$ cat config.mk
export PLATFORM = sky130hd
export DESIGN_NAME = instr_issue_ctrl
export DESIGN_NICKNAME = d
export VERILOG_FILES = /design/src/rtl/instr_issue_ctrl.sv
export SDC_FILE = /design/constraint.sdc
export NUM_CORES = 1
export LEC_CHECK = 0
export BUFFER_PORTS_ARGS = -buffer_cell sky130_fd_sc_hd__buf_2
export CORE_MARGIN = 2
export CORE_UTILIZATION = 55
export DETAILED_ROUTE_END_ITERATION = 6
export PLACE_DENSITY = 0.76
export SLEW_MARGIN = 20
export SYNTH_ARGS = -nofsm -noshare
export SYNTH_HDL_FRONTEND = slang
export SYNTH_SLANG_ARGS = --single-unit
$ cat constraint.sdc
create_clock -name clk -period 3.6 [get_ports clk]
set_clock_uncertainty 0.05 [all_clocks]
set_input_delay 0.72 -clock clk [delete_from_list [all_inputs] [get_ports clk]]
set_output_delay 0.72 -clock clk [all_outputs]
set_load 0.02 [all_outputs]
$ cat src/rtl/instr_issue_ctrl.sv
// Instruction queue and issue controller: buffers host instructions, filters
// illegal opcodes and issues one at a time to the matrix coprocessor.
module instr_issue_ctrl #(
  parameter int unsigned DEPTH   = 4,
  parameter int unsigned TIMEOUT = 4096
) (
  input  logic                    clk,
  input  logic                    rst_n,
  input  logic [31:0]             host_instr,
  input  logic                    host_valid,
  output logic                    host_ready,
  output logic [31:0]             cp_instruction,
  output logic                    cp_activate,
  input  logic                    cp_done,
  input  logic                    clear_err,
  output logic                    busy,
  output logic [$clog2(DEPTH):0]  fifo_count,
  output logic                    err_overflow,
  output logic                    err_illegal,
  output logic                    err_timeout,
  output logic [15:0]             issued_cnt
);

  localparam int unsigned AW = $clog2(DEPTH);
  localparam int unsigned CW = AW + 1;
  localparam int unsigned WW = $clog2(TIMEOUT + 1);
  localparam logic [CW-1:0] FULL_CNT = CW'(DEPTH);
  localparam logic [WW-1:0] WD_LAST  = WW'(TIMEOUT - 1);

  typedef enum logic [1:0] {IDLE, ISSUE, WAIT, GAP} state_t;

  state_t          state;
  logic [31:0]     mem [DEPTH];
  logic [AW-1:0]   wr_ptr, rd_ptr;
  logic [WW-1:0]   wdog;
  logic            done_prev;
  logic [31:0]     head;
  logic            full, push, pop, head_legal, done_rise;
  logic            illegal_set, timeout_set, overflow_set;

  assign full       = (fifo_count == FULL_CNT);
  // Ready is forced low while reset is held so every output reads 0 in reset.
  assign host_ready = rst_n & ~full;
  assign push       = host_valid & host_ready;
  assign pop        = (state == IDLE) && (fifo_count != '0);
  assign head       = mem[rd_ptr];
  assign head_legal = (head[3:0] != 4'd0) && (head[3:0] <= 4'd12);
  assign done_rise  = cp_done & ~done_prev;
  assign busy       = (fifo_count != '0) || (state != IDLE);

  assign illegal_set  = pop & ~head_legal;
  assign timeout_set  = (state == WAIT) && !done_rise && (wdog == WD_LAST);
  assign overflow_set = host_valid & full;

  always_ff @(posedge clk) begin
    if (push) mem[wr_ptr] <= host_instr;
  end

  always_ff @(posedge clk or negedge rst_n) begin
    if (!rst_n) begin
      wr_ptr     <= '0;
      rd_ptr     <= '0;
      fifo_count <= '0;
    end else begin
      if (push) wr_ptr <= wr_ptr + 1'b1;
      if (pop)  rd_ptr <= rd_ptr + 1'b1;
      unique case ({push, pop})
        2'b10:   fifo_count <= fifo_count + 1'b1;
        2'b01:   fifo_count <= fifo_count - 1'b1;
        default: fifo_count <= fifo_count;
      endcase
    end
  end

  always_ff @(posedge clk or negedge rst_n) begin
    if (!rst_n) begin
      state          <= IDLE;
      cp_instruction <= '0;
      cp_activate    <= 1'b0;
      wdog           <= '0;
      issued_cnt     <= '0;
      done_prev      <= 1'b0;
    end else begin
      done_prev <= cp_done;
      unique case (state)
        IDLE: begin
          if (pop && head_legal) begin
            cp_instruction <= head;
            cp_activate    <= 1'b1;
            state          <= ISSUE;
          end
        end
        ISSUE: begin
          cp_activate <= 1'b0;
          wdog        <= '0;
          issued_cnt  <= issued_cnt + 1'b1;
          state       <= WAIT;
        end
        WAIT: begin
          // wdog holds completed WAIT cycles, so the current cycle is wdog+1.
          if (done_rise || wdog == WD_LAST) state <= GAP;
          else                              wdog  <= wdog + 1'b1;
        end
        GAP:     state <= IDLE;
        default: state <= IDLE;
      endcase
    end
  end

  always_ff @(posedge clk or negedge rst_n) begin
    if (!rst_n) begin
      err_overflow <= 1'b0;
      err_illegal  <= 1'b0;
      err_timeout  <= 1'b0;
    end else begin
      err_overflow <= (err_overflow & ~clear_err) | overflow_set;
      err_illegal  <= (err_illegal  & ~clear_err) | illegal_set;
      err_timeout  <= (err_timeout  & ~clear_err) | timeout_set;
    end
  end

endmodule

Word-level counts from Yosys, hierarchy flattened
Memories as Yosys holds them, arrays and structs flattened.
Index checks and enable logic that the tools add are counted.
W data, S select, Z words.
{ "totals": {"regBits": 75, "ram_bits": 128, "input_bits": 37, "out_inout_bits": 57, "word_cells": 74, "memories": 1} }
{ "op_classes": {"addsub": 6, "order_cmp": 1, "n_eq_ne": 10, "mux": 10, "n_bitwise": 15, "n_reduce_logical": 19} }
{ "memory_table": {"columns": ["name", "depth", "word_bits", "rd", "rd_clocked_by_memory_dff", "write_ports", "line_no", "source"], "rows": [
  ["mem", 4, 32, 1, 0, 1, "33", "logic [31:0] mem [DEPTH];"]
]} }
{ "ops": {"columns": ["operator", "n"], "rows": [
  ["$pmux W13 S2", 1],
  ["$add A16 B1 Y16 const B", 1],
  ["$add A13 B1 Y13 const B", 1],
  ["$eq A13 B12 Y1 const B", 1],
  ["$mux W13", 1],
  ["$and A1 B1 Y1", 8],
  ["$pmux W2 S4", 1],
  ["$reduce_and A2 Y1", 4],
  ["$reduce_bool A2 Y1", 4],
  ["$eq A2 B2 Y1 const B", 3],
  ["$pmux W3 S2", 1],
  ["$logic_and A1 B1 Y1", 5],
  ["$add A2 B1 Y2 const B", 2],
  ["$eq A2 B1 Y1 const B", 2],
  ["$le A4 B4 Y1 const B", 1],
  ["$mux W2", 2],
  ["$ne A2 B1 Y1 const B", 2],
  ["$not A1 Y1", 4],
  ["$reduce_bool A4 Y1", 1],
  ["$add A3 B1 Y3 const B", 1],
  ["$eq A3 B3 Y1 const B", 1],
  ["$mux W1", 3],
  ["$or A1 B1 Y1", 3],
  ["$reduce_bool A3 Y1", 1],
  ["6 further kinds", 7]
]} }

Depth between registers and ports, before layout
{ "depth": {"ltp_word": 6, "depth_mapped": 10, "depth_no_buf": 10} }

Worst setup path after synthesis
Ideal clock, no wire load.
{ "synth_timing": {"path_kind": "input to register", "start": "input rst_n", "end": "memory mem[0][0], enable pin", "setup_time_ps": 392, "t_arrival_ps": 2142, "required_time_ps": 3158, "slack_ps": 1016, "stages": 2, "path_buffers": 0, "cell_sequence": "a21boi_1 > and3_1"} }
{ "synth_between": {"elab_chain_len": 4} }
{ "synth_rtl": {"columns": ["element", "line_no", "source"], "rows": [
  ["start: declaration", "8", "input logic rst_n,"],
  ["$and A1 B1 Y1", "43", "assign host_ready = rst_n & ~full;"],
  ["$and A1 B1 Y1", "44", "assign push = host_valid & host_ready;"],
  ["$mux W1", "56", "if (push) mem[wr_ptr] <= host_instr;"],
  ["$mux W1 (not written as such)", "56", null],
  ["end: declaration", "33", null]
]} }
Every way passes these cells.

Worst setup path after layout
{ "layout_timing": {"start": "register rd_ptr[0]", "end": "register cp_instruction[2]"} }
{ "layout_between": {"elab_chain_len": 5} }
{ "layout_rtl": {"columns": ["element", "line_no", "source"], "rows": [
  ["start: declaration", "34", "logic [AW-1:0] wr_ptr, rd_ptr;"],
  ["start signal: assignment", "66", "if (pop) rd_ptr <= rd_ptr + 1'b1;"],
  ["$mem_v2 Z4 W32 (*)", null, null],
  ["$le A4 B4 Y1 / $reduce_bool A4 Y1 (equally long branches)", "47", "assign head_legal = (head[3:0] != 4'd0) && (head[3:0] <= 4'd12);"],
  ["$logic_and A1 B1 Y1", "47", null],
  ["$logic_and A1 B1 Y1", "87", "if (pop && head_legal) begin"],
  ["$reduce_and A2 Y1 (no line)", null, null],
  ["end signal: assignment", "78", "cp_instruction <= '0;"],
  ["end signal: assignment", "88", "cp_instruction <= head;"],
  ["end: declaration", "12", "output logic [31:0] cp_instruction,"]
]} }
Mark *: on every way between the ends. The rest lies on a longest branch, timed or not.
A chain may end at the register's enable or synchronous reset.

==> impl_metrics.toml <==
[synth]
synth_edf_count = 128
synth_cells = 437
syn_area_per_cell_um2 = 18.4
yosysUniqueCellTypes = 43
synth_seq_area_share = 0.710
ys_async_sr_fraction = 0.369
synth_top_flop_cell = "edfxtp_1"
synthesis.nets = 486
synth_area_um2 = 8050
synth_warnings = 0
synth_seq_cells = 203

[routing]
drtPass1Iterations = 4
met3_length_um = 812
viasPerCell = 5.53
ant_nets = 0
vias = 4110
wl_per_cell_um = 19.0
wl_met2_mm = 6.73
drt-total-wl_mm = 14.1
met1_length_mm = 6.28
top_layer_used = "met5"
drt_iter0_drc = 262
drc = 0

[floorplanning]
num_rows = 44
start_util = 0.558
chipHeight_um = 125
die_area_um2 = 15600
die_x_um = 125
io_pins = 94
core_area_um2 = 14400

[grt]
overflow = 0
antenna_found_initial = 2
grt_max_degree = 76
grt.total_usage = 0.185
grt_pass1_vias = 4197
grt_pass1_wl_mm = 22.8

[layout]
fill_cells = 1001
drive_gt1_frac = 0.354
area_growth_pct = 15.8
insertedDiodeCount = 0
fin_util = 0.647
nets = 594

[hold_path]
hp-class = "in2async"

[run_status]
status = "completed"

[run]
cap_violations = 0

[power_and_ir_drop]
seqPwrFrac = 0.435
power_frac_comb = 0.316
pwr-share-clk = 0.250
p_int_uw = 5250
vdd_drop_max_mv = 0.602
p_per_area_nw_per_um2 = 820
p_switching_uw = 2400
p_leak_uw = 0.00374
sw_frac_of_total = 0.314

[cts]
cts_resized = 0
clk_pin_slew_ns = 0.06
cts_buffers = 21
post_cts_buffers = 0
htreeDepth = 1
cts_tree = "yes"
hold_buffers = 0
clk_latency_ns = 0.49
root_buffer = "clkbuf_16"
clk_path_buf_depth = 3
clock_sinks = 203

[critical_path]
slowest_stage = "a221o_2"
critPathLaunchType = "flop"
endpoint_kind = "flop"
worstPathArrival_ns = 3.37
crit_chain = "mux4_2 > nor2_1 > a221o_2 > buf_4 > mux2_1"
rrSetupSlack_ns = 0.54
critical_path.max_fanout = 22
crit_type = "reg2reg"
max_stage_delay_ns = 0.69
critPathRequiredTime_ns = 3.91

[timing]
setup_violations = 0
max_freq_mhz = 327
setup_tns_ns = 0
timing.final.hold_violations = 0
rsz0062_at_grt = "false"
period_minus_slack_ns = 3.06
post-route-period-util = 0.849
drv_slew = 0
layout_setup_ws_ns = 0.542
worstMarginPinSlew_ns = 0.907
slew_headroom = 0.395

[placement]
gp_congestion = 0.782
port_buffers = 93
hpwl_mm = 8.84
dp_slack_ns = 0.533
-- through the flow --
step	std cells	total power [uW]	instance area, um^2	hold slack [ns]
6_report	743	7650	9330	0.245
5_1_grt	743	8050	9330	0.266
4_1_cts	742	7730	9310	0.298
3_5_place_dp	705	5820	8710	0.403
3_3_place_gp	705	5740	8710	0.404
2_1_floorplan	437	5160	8050	0.374
-- sequential cells by signal, indices dropped and copies added, names as in the netlist --
signal          count
err_illegal         1
err_overflow        1
cp_activate         1
state               2
issued_cnt         16
wr_ptr              2
fifo_count          3
err_timeout         1
wdog               13
cp_instruction     32
mem               128
done_prev           1
rd_ptr              2
-- kinds of logic after synthesis --
kind of cell / Yosys count / share of synthesized area
AO/OA/AOI/OAI: 22 / 0.0196
XOR/XNOR: 30 / 0.0326
adder cells (fa/ha/maj): 12 / 0.0196
buffers and inverters: 29 / 0.0182
flip-flops: 203 / 0.710
multiplexers: 69 / 0.154
AND/OR/NAND/NOR: 72 / 0.0454
-- synth_stat cells, types with 3 or more instances --
cell type    n  area (um^2)
and4_1       3         26.3
nand4_1      7         43.8
dfrtp_1     75         1880
mux2_4      29          435
edfxtp_1   128         3840
mux2_1       4         45.0
mux4_2      32          721
nand3_1      8         40.0
nand2_1     15         56.3
nor2_1      16         60.1
ha_1        11          138
and3_1      10         62.6
nand2b_1     3         18.8
xnor2_1     23          201
a21oi_1      4         20.0
and2_1       3         18.8
buf_6        5         56.3
mux2i_1      3         30.0
nor3_1       4         20.0
clkbuf_1     9         33.8
xor2_1       7         61.3
inv_1       13         48.8
-- final timing paths --
check                                           start                             to  cells after the start
max reg2reg                     rd_ptr[0]$_DFFE_PN0P_  cp_instruction[2]$_DFFE_PN0P_                      5
max                             rd_ptr[0]$_DFFE_PN0P_  cp_instruction[2]$_DFFE_PN0P_                      5
min in group clk                              cp_done            done_prev$_DFF_PN0_                      1
max in group asynchronous                       rst_n     issued_cnt[15]$_DFFE_PN0P_                      3
min reg2reg                issued_cnt[15]$_DFFE_PN0P_     issued_cnt[15]$_DFFE_PN0P_                      1
min                                             rst_n            wdog[8]$_DFFE_PN0P_                      2
-- per-layer routing --
layer / vias up / track usage
met5: - / 0
met4: 4 / 0.0438
met3: 29 / 0.0424
met2: 101 / 0.290
met1: 2098 / 0.270
li1: 1878 / -
-- layout make-up --
type / count / area (um^2) / share of cell area
tap: 184 / 230 / 0.0247
timing repair buffer: 100 / 533 / 0.0571
multi-input combinational: 205 / 2190 / 0.235
clock buffer: 28 / 552 / 0.0591
inverter: 14 / 52.6 / 0.00563
sequential: 203 / 5720 / 0.613
clock inverter: 9 / 46.3 / 0.00496
-- critical path: cells and delay by family (launching register included) --
kind	cells	cell delay [ns]
muxes	2	0.96
AOI/OAI and AO/OA	1	0.69
DFF	1	0.61
buffers and inverters	1	0.40
and+or+nand+nor	1	0.20
-- placed cells by master, fill, tap and decap left out, drive strengths merged, types with 8 or more instances in the layout --
cell    count
edfxtp    128
nor2       16
dfrtp      75
and3       10
mux4       32
ha         11
buf       100
clkbuf     28
xnor2      23
nand3       8
mux2       34
nand2      15
inv        14
-- power groups by stage --
stage	clock, uW	combinational [uW]	sequential (uW)
floorplan	0	1640	3520
global placement	0	2390	3350
detailed placement	0	2450	3370
CTS	1950	2460	3330
global route	2050	2610	3390
finish	1910	2420	3330
No activity file was read; power rests on OpenSTA's default activity.
